<file path="src/rtl/uart_pkg.sv">
`default_nettype none
// ============================================================================
// Module      : uart_pkg
// Description : Shared types and constants for the UART frame transmitter.
// Revision    : 1.0 - initial release
// ============================================================================
package uart_pkg;

    typedef enum logic [2:0] {
        IDLE   = 3'd0,
        START  = 3'd1,
        DATA   = 3'd2,
        PARITY = 3'd3,
        STOP   = 3'd4
    } uart_state_t;

    localparam logic [1:0] PAR_NONE = 2'b00;
    localparam logic [1:0] PAR_EVEN = 2'b01;
    localparam logic [1:0] PAR_ODD  = 2'b10;

    // Frame length in oversampling ticks, with the same nbits clamping as the transmitter.
    function automatic int frame_ticks(input int n_tick, input int nbits,
                                       input int data_bits_max,
                                       input bit par_en, input bit stop2);
        int nb;
        nb = (nbits == 0 || nbits > data_bits_max) ? data_bits_max : nbits;
        return n_tick * (1 + nb + (par_en ? 1 : 0) + (stop2 ? 2 : 1));
    endfunction

endpackage
`default_nettype wire

</file>
<file path="src/rtl/uart_tx_frame.sv">
`default_nettype none
// ============================================================================
// Module      : uart_tx_frame
// Description : UART transmitter, one frame per valid/ready handshake with
//               per-frame data length, parity and stop-bit settings.
//               Optional macro UART_TX_PARITY_EN builds the parity support.
// Revision    : 1.0 - initial release
// ============================================================================
module uart_tx_frame
    import uart_pkg::*;
#(
    parameter int DATA_BITS_MAX = 8,
    parameter int N_TICK        = 16
) (
    input  logic                                 i_clock,
    input  logic                                 i_reset_n,
    input  logic                                 i_tick,
    input  logic [DATA_BITS_MAX-1:0]             i_data,
    input  logic                                 i_valid,
    output logic                                 o_ready,
    input  logic [$clog2(DATA_BITS_MAX+1)-1:0]   i_nbits,
    input  logic [1:0]                           i_parity,
    input  logic                                 i_stop2,
    output logic                                 o_tx,
    output logic                                 o_busy,
    output logic                                 o_done
);

    localparam int                c_NB_W      = $clog2(DATA_BITS_MAX + 1);
    localparam int                c_TW        = $clog2(N_TICK);
    localparam logic [c_TW-1:0]   c_TICK_LAST = c_TW'(N_TICK - 1);
    localparam logic [c_NB_W-1:0] c_NB_MAX    = c_NB_W'(DATA_BITS_MAX);

    uart_state_t              r_state;
    logic [c_TW-1:0]          r_tick_cnt;
    logic [c_NB_W-1:0]        r_bit_cnt;
    logic [c_NB_W-1:0]        r_nbits;
    logic [DATA_BITS_MAX-1:0] r_shift;
    logic                     r_stop2;
    logic                     r_tx;
    logic                     r_done;

    logic                     w_accept;
    logic                     w_bit_end;
    logic                     w_last_bit;
    logic [c_NB_W-1:0]        w_nbits_clamped;

    assign o_ready  = (r_state == IDLE);
    assign o_busy   = ~o_ready;
    assign o_tx     = r_tx;
    assign o_done   = r_done;

    assign w_accept        = i_valid && o_ready;
    assign w_bit_end       = i_tick && (r_tick_cnt == c_TICK_LAST);
    assign w_last_bit      = (r_bit_cnt == r_nbits - c_NB_W'(1));
    assign w_nbits_clamped = (i_nbits == '0 || i_nbits > c_NB_MAX) ? c_NB_MAX : i_nbits;

`ifdef UART_TX_PARITY_EN
    logic [1:0] r_par_mode;
    logic       r_par_acc;
    logic       w_par_en;
    logic       w_par_bit;

    assign w_par_en  = (r_par_mode == PAR_EVEN) || (r_par_mode == PAR_ODD);
    // The final data bit is folded in here because the accumulator updates on the same edge.
    assign w_par_bit = r_par_acc ^ r_shift[0] ^ (r_par_mode == PAR_ODD);
`else
    logic w_unused_parity;
    assign w_unused_parity = ^i_parity;
`endif

    always_ff @(posedge i_clock) begin
        r_done <= 1'b0;
        if (!i_reset_n) begin
            r_state    <= IDLE;
            r_tx       <= 1'b1;
            r_tick_cnt <= '0;
            r_bit_cnt  <= '0;
            r_shift    <= '0;
            r_nbits    <= '0;
            r_stop2    <= 1'b0;
`ifdef UART_TX_PARITY_EN
            r_par_mode <= PAR_NONE;
            r_par_acc  <= 1'b0;
`endif
        end else begin
            if (r_state != IDLE && i_tick)
                r_tick_cnt <= w_bit_end ? '0 : r_tick_cnt + c_TW'(1);

            case (r_state)
                IDLE: begin
                    r_tx <= 1'b1;
                    if (w_accept) begin
                        r_shift    <= i_data;
                        r_nbits    <= w_nbits_clamped;
                        r_stop2    <= i_stop2;
`ifdef UART_TX_PARITY_EN
                        r_par_mode <= i_parity;
                        r_par_acc  <= 1'b0;
`endif
                        r_tick_cnt <= '0;
                        r_bit_cnt  <= '0;
                        r_tx       <= 1'b0;
                        r_state    <= START;
                    end
                end
                START: begin
                    if (w_bit_end) begin
                        r_tx    <= r_shift[0];
                        r_state <= DATA;
                    end
                end
                DATA: begin
                    if (w_bit_end) begin
                        r_shift   <= r_shift >> 1;
                        r_bit_cnt <= r_bit_cnt + c_NB_W'(1);
`ifdef UART_TX_PARITY_EN
                        r_par_acc <= r_par_acc ^ r_shift[0];
`endif
                        if (w_last_bit) begin
                            r_bit_cnt <= '0;
`ifdef UART_TX_PARITY_EN
                            if (w_par_en) begin
                                r_tx    <= w_par_bit;
                                r_state <= PARITY;
                            end else
`endif
                            begin
                                r_tx    <= 1'b1;
                                r_state <= STOP;
                            end
                        end else begin
                            r_tx <= r_shift[1];
                        end
                    end
                end
`ifdef UART_TX_PARITY_EN
                PARITY: begin
                    if (w_bit_end) begin
                        r_tx    <= 1'b1;
                        r_state <= STOP;
                    end
                end
`endif
                STOP: begin
                    // The bit counter doubles as the stop-bit index for two-stop frames.
                    if (w_bit_end) begin
                        if (r_stop2 && r_bit_cnt == '0) begin
                            r_bit_cnt <= c_NB_W'(1);
                        end else begin
                            r_bit_cnt <= '0;
                            r_done    <= 1'b1;
                            r_state   <= IDLE;
                        end
                    end
                end
                default: begin
                    r_state    <= IDLE;
                    r_tx       <= 1'b1;
                    r_tick_cnt <= '0;
                    r_bit_cnt  <= '0;
                end
            endcase
        end
    end

endmodule
`default_nettype wire

</file>
<file path="config.mk">
export PLATFORM = sky130hd
export DESIGN_NAME = uart_tx_frame
export DESIGN_NICKNAME = d
export VERILOG_FILES = /design/src/rtl/uart_pkg.sv /design/src/rtl/uart_tx_frame.sv
export SDC_FILE = /design/constraint.sdc
export NUM_CORES = 1
export LEC_CHECK = 0
export ABC_CLOCK_PERIOD_IN_PS = 3780
export BUFFER_PORTS_ARGS = -buffer_cell sky130_fd_sc_hd__buf_2
export CAP_MARGIN = 5
export CORE_ASPECT_RATIO = 0.6
export CORE_MARGIN = 5
export CORE_UTILIZATION = 45
export DETAILED_ROUTE_END_ITERATION = 8
export MAX_ROUTING_LAYER = met4
export PLACE_DENSITY = 0.67
export RECOVER_POWER = 50
export SETUP_SLACK_MARGIN = 0.05
export SLEW_MARGIN = 30
export SYNTH_ARGS = -nofsm -noshare
export SYNTH_HDL_FRONTEND = slang
export SYNTH_SLANG_ARGS = --single-unit
</file>
<file path="constraint.sdc">
create_clock -name i_clock -period 3.78 [get_ports i_clock]
set_input_delay 0.378 -clock i_clock [delete_from_list [all_inputs] [get_ports i_clock]]
set_output_delay 0.378 -clock i_clock [all_outputs]
set_load 0.01 [all_outputs]
</file>
==> flow_summary.html <==
<table>
<tr><th>Metric</th><th>Value</th></tr>
<tr><th colspan="2">Run status</th></tr>
<tr><td>Status</td><td>finished clean</td></tr>
<tr><th colspan="2">Route</th></tr>
<tr><td>Number of DRC markers after the initial detailed-route iteration</td><td>88</td></tr>
<tr><td>Mean number of vias per cell</td><td>approximately 5.4</td></tr>
<tr><td># DRC</td><td>0</td></tr>
<tr><td>Antenna-violating nets left</td><td>0</td></tr>
<tr><td>Total routed wirelength</td><td>3002 um</td></tr>
<tr><td>Via count</td><td>around 1200</td></tr>
<tr><td>Number of iterations in the first detailed-routing pass</td><td>4</td></tr>
<tr><td>Routed WL per cell</td><td>13.17 um</td></tr>
<tr><th colspan="2">Clocking</th></tr>
<tr><td>Cts repair resizes</td><td>0</td></tr>
<tr><td>Post-CTS setup-driven buffer insertion count</td><td>0</td></tr>
<tr><td>TritonCTS Sinks</td><td>26</td></tr>
<tr><td>Clock transition at the registers of the reported paths</td><td>0.09 ns</td></tr>
<tr><td>Num CTS Buffers</td><td>3</td></tr>
<tr><td>Post-cts hold buffer count</td><td>0</td></tr>
<tr><td>Max Buffers Root-to-Sink</td><td>2</td></tr>
<tr><td>Number of levels the H-tree was split into</td><td>1</td></tr>
<tr><td>Clock latency on the worst-skew pair</td><td>~0.27 ns</td></tr>
<tr><td>CTS tree</td><td>built</td></tr>
<tr><td>Clock Tree Root</td><td>sky130_fd_sc_hd__clkbuf_8</td></tr>
<tr><th colspan="2">Critical path</th></tr>
<tr><td>Number of buffers and inverters on the critical path</td><td>0</td></tr>
<tr><td>Max stage delay on crit path</td><td>0.80 ns</td></tr>
<tr><td>Critical Path Sink Type</td><td>register</td></tr>
<tr><td>Setup crit start kind</td><td>register</td></tr>
<tr><td>Data arrival at the endpoint of the critical path</td><td>2.37 ns</td></tr>
<tr><td>Critical path's slowest cell</td><td>sky130_fd_sc_hd__nor3b_4</td></tr>
<tr><td>Crit-path leading delay family</td><td>simple AND/OR/NAND/NOR gates</td></tr>
<tr><td>Worst Path Class, Setup</td><td>register to register</td></tr>
<tr><td>Data required time of the worst path</td><td>3.95 ns</td></tr>
<tr><td>Cell-by-cell listing of the critical path</td><td>nor3b_4 -&gt; nand4_4 -&gt; nand2_4 -&gt; nor2_1 -&gt; a211oi_1</td></tr>
<tr><td>Critical-path maximum fanout</td><td>14</td></tr>
<tr><th colspan="2">STA</th></tr>
<tr><td>Final Critical Period</td><td>2.204 ns</td></tr>
<tr><td>Max Slew Vio Count</td><td>0</td></tr>
<tr><td>Worst hold slack after final layout</td><td>0.3543 ns</td></tr>
<tr><td>Period Utilization, post-route</td><td>58.31%</td></tr>
<tr><td>Hold Fails Final Rpt</td><td>0</td></tr>
<tr><td>Worst slew margin</td><td>43.25%</td></tr>
<tr><td>Setup TNS</td><td>0 ns</td></tr>
<tr><td>Clock Skew</td><td>roughly 0.0035 ns</td></tr>
<tr><td>Achievable Freq</td><td>0.4537 GHz</td></tr>
<tr><td>Number of failing setup endpoints in the final timing report</td><td>0</td></tr>
<tr><td>Unrepaired setup endpoints after global routing</td><td>false</td></tr>
<tr><td>Slew at the pin closest to its max-slew limit</td><td>0.8503 ns</td></tr>
<tr><th colspan="2">Placement</th></tr>
<tr><td>IO buf count</td><td>20</td></tr>
<tr><td>Placer Congestion</td><td>0.7903</td></tr>
<tr><td>HPWL Detailed</td><td>2253 um</td></tr>
<tr><th colspan="2">Finish</th></tr>
<tr><td>Final antenna diode count</td><td>0</td></tr>
<tr><td>Layout net count</td><td>207</td></tr>
<tr><td>Growth of design area from synthesis to finish</td><td>11.71%</td></tr>
<tr><td>Number of fill cells</td><td>a little under 300</td></tr>
<tr><td>Layout cells sized above 1</td><td>around 18%</td></tr>
<tr><th colspan="2">Synthesis</th></tr>
<tr><td>Share of cell area taken by muxes after synthesis</td><td>around 5.5%</td></tr>
<tr><td>YS warnings</td><td>0</td></tr>
<tr><td>Register bit total from synthesis</td><td>26</td></tr>
<tr><td>Distinct cell type count of the synthesized netlist</td><td>46</td></tr>
<tr><td>Post-synthesis net count</td><td>189</td></tr>
<tr><td>Compound-cell area share of the yosys netlist</td><td>17.01%</td></tr>
<tr><td>Per-instance average area after synthesis</td><td>8.819 sq um</td></tr>
<tr><td>Synthesized instance count</td><td>166</td></tr>
<tr><td>Portion of synthesized cell area occupied by the leading cell type</td><td>between 30% and 40%</td></tr>
<tr><td>Top area cells in the synthesized netlist</td><td>sky130_fd_sc_hd__dfxtp_1 36%, sky130_fd_sc_hd__mux2i_1 5.5%, sky130_fd_sc_hd__nand2_1 4.6%</td></tr>
<tr><td>Synth Area in Simple Gates</td><td>a little over a quarter</td></tr>
<tr><td>Sequential share of the synthesized area</td><td>35.56%</td></tr>
<tr><td>Fraction of synthesized cell area in xor and xnor cells</td><td>5.812%</td></tr>
<tr><td>Main combinational cell family by area after synthesis</td><td>simple AND/OR/NAND/NOR gates</td></tr>
<tr><td>FFs w/ async S/R, synth</td><td>0%</td></tr>
<tr><td>Number of enable-type register cells in the synthesized netlist</td><td>0</td></tr>
<tr><td>Post-Synth Adder-Cell Area</td><td>3.419%</td></tr>
<tr><td>Netlist area before placement</td><td>around 1500 sq um</td></tr>
<tr><td>Top_reg_cell synth</td><td>sky130_fd_sc_hd__dfxtp_1</td></tr>
<tr><td>Leading area contributor after synthesis</td><td>sky130_fd_sc_hd__dfxtp_1</td></tr>
<tr><th colspan="2">Die</th></tr>
<tr><td>Die X-Extent</td><td>between 80 and 90 um</td></tr>
<tr><td>Starting density of the core</td><td>between 40% and 50%</td></tr>
<tr><td>Floorplan core area</td><td>3183 sq um</td></tr>
<tr><td>Cell Rows</td><td>16</td></tr>
<tr><td>Count of pins on the block boundary</td><td>23</td></tr>
<tr><td>Die Height</td><td>54.18 um</td></tr>
<tr><td>Die ar.</td><td>4531 sq um</td></tr>
<tr><th colspan="2">GRT</th></tr>
<tr><td>Maximum number of pins on one net before global-route repair</td><td>20</td></tr>
<tr><td>First-pass GRT wire length</td><td>5030 um</td></tr>
<tr><td>Number of global-route vias before repair</td><td>1104</td></tr>
<tr><td>Antenna violations before repair</td><td>0</td></tr>
<tr><td>Total global-route track usage</td><td>around 14%</td></tr>
<tr><td>Congestion Overflow GR</td><td>0</td></tr>
<tr><th colspan="2">Flow run</th></tr>
<tr><td>Number of maximum-capacitance violations</td><td>0</td></tr>
<tr><th colspan="2">Min path</th></tr>
<tr><td>Hold Path Class</td><td>input pin to register</td></tr>
<tr><th colspan="2">Power and ir drop</th></tr>
<tr><td>Highest ir drop seen on vdd</td><td>~0.26 mV</td></tr>
<tr><td>PwrDens</td><td>362.4 nW/um^2</td></tr>
<tr><td>Leakage power total</td><td>0.5980 nW</td></tr>
</table>
==> sequential cells by signal, indices dropped and copies added (netlist names) <==
name and count:
r_bit_cnt 4, r_nbits 4, o_tx 1, r_shift 8, r_state 3, o_done 1
r_stop2 1, r_tick_cnt 4
==> worst paths after layout <==
kind / startpoint / end / slack [ns] / depth (start not counted)
worst max-delay path: r_state[1] / r_shift[1] / 1.58 / 5
worst min-delay path: i_data[7] / r_shift[7] / 0.35 / 3
worst max register to register: r_state[1] / r_shift[1] / 1.58 / 5
worst min register to register: r_stop2 / r_stop2 / 0.48 / 2
==> where the power goes <==
| group | internal [W] | switching (W) | total [W] |
|---|---|---|---|
| clock network | 0.000142 | 0.0000884 | 0.000230 |
| registers | 0.000285 | 0.00000981 | 0.000295 |
| logic | 0.0000288 | 0.0000386 | 0.0000675 |
| total | 0.000456 | 0.000137 | 0.000593 |
==> cells in the mapped netlist, types with 5 or more instances <==
cell	instances
sky130_fd_sc_hd__dfxtp_1	26
sky130_fd_sc_hd__nand2_1	18
sky130_fd_sc_hd__nand3_1	5
sky130_fd_sc_hd__inv_1	8
sky130_fd_sc_hd__a21oi_1	11
sky130_fd_sc_hd__mux2i_1	8
sky130_fd_sc_hd__nor2_1	18
sky130_fd_sc_hd__nor3_1	7
==> worst min-delay path: cells and delay by family <==
family	cells	cell delay [ns]
and+or+nand+nor	1	0.05
buffers and inverters	1	0.09
AOI/OAI and AO/OA	1	0.05
==> kinds of logic after synthesis <==
logic type	Yosys count
DFF	26
AOI/OAI and AO/OA	34
muxes	8
adders and majority gates	4
xor gates and xnor gates	8
buffers and inverters	16
and+or+nand+nor	70
==> layout by cell type, fill, tap and decap left out, drive strengths merged, types with 6 or more instances in the layout <==
master and n:
nand2 19, inv 8, buf 16, a21oi 12, nand4 6, mux2i 8, a211oi 7, nor2 18
dfxtp 26, clkbuf 7, nor3 9
==> metal layers <==
metal / vias up / GRT usage (%) / part of all wire, %
li1: 624 / - / -
met1: 585 / 18.51 / 48
met2: 23 / 23.88 / 46
met3: 2 / 3.823 / 4.9
met4: 0 / 1.604 / 0.27
met5: - / - / 0
==> area by class of cell <==
| cell class | instances | area, sq um | area share, % |
|---|---|---|---|
| Clock inverter | 1 | 30.03 | 1.836 |
| Timing Repair Buffer | 20 | 95.09 | 5.815 |
| Sequential cell | 26 | 520.5 | 31.83 |
| Tap cell | 45 | 56.30 | 3.443 |
| Multi-Input combinational cell | 124 | 858.3 | 52.49 |
| Clock buffer | 3 | 41.29 | 2.525 |
| Inverter | 9 | 33.78 | 2.066 |
==> per-stage QoR <==
step / setup WS, ns / area (sq um) / instances / utilization, % / total power (W)
after global routing: 1.385 / 1635 / 228 / 51.38 / 0.0006192
after floorplan: 2.216 / 1464 / 166 / - / 0.0003495
after CTS: 1.598 / 1640 / 228 / 51.53 / 0.0006019
after detailed placement: 1.592 / 1569 / 224 / 49.29 / 0.0003702
after global placement: 1.695 / 1569 / 224 / 49.29 / 0.0003665
final: 1.576 / 1635 / 228 / 51.38 / 0.0005927
(Power assumes the default switching activity.)
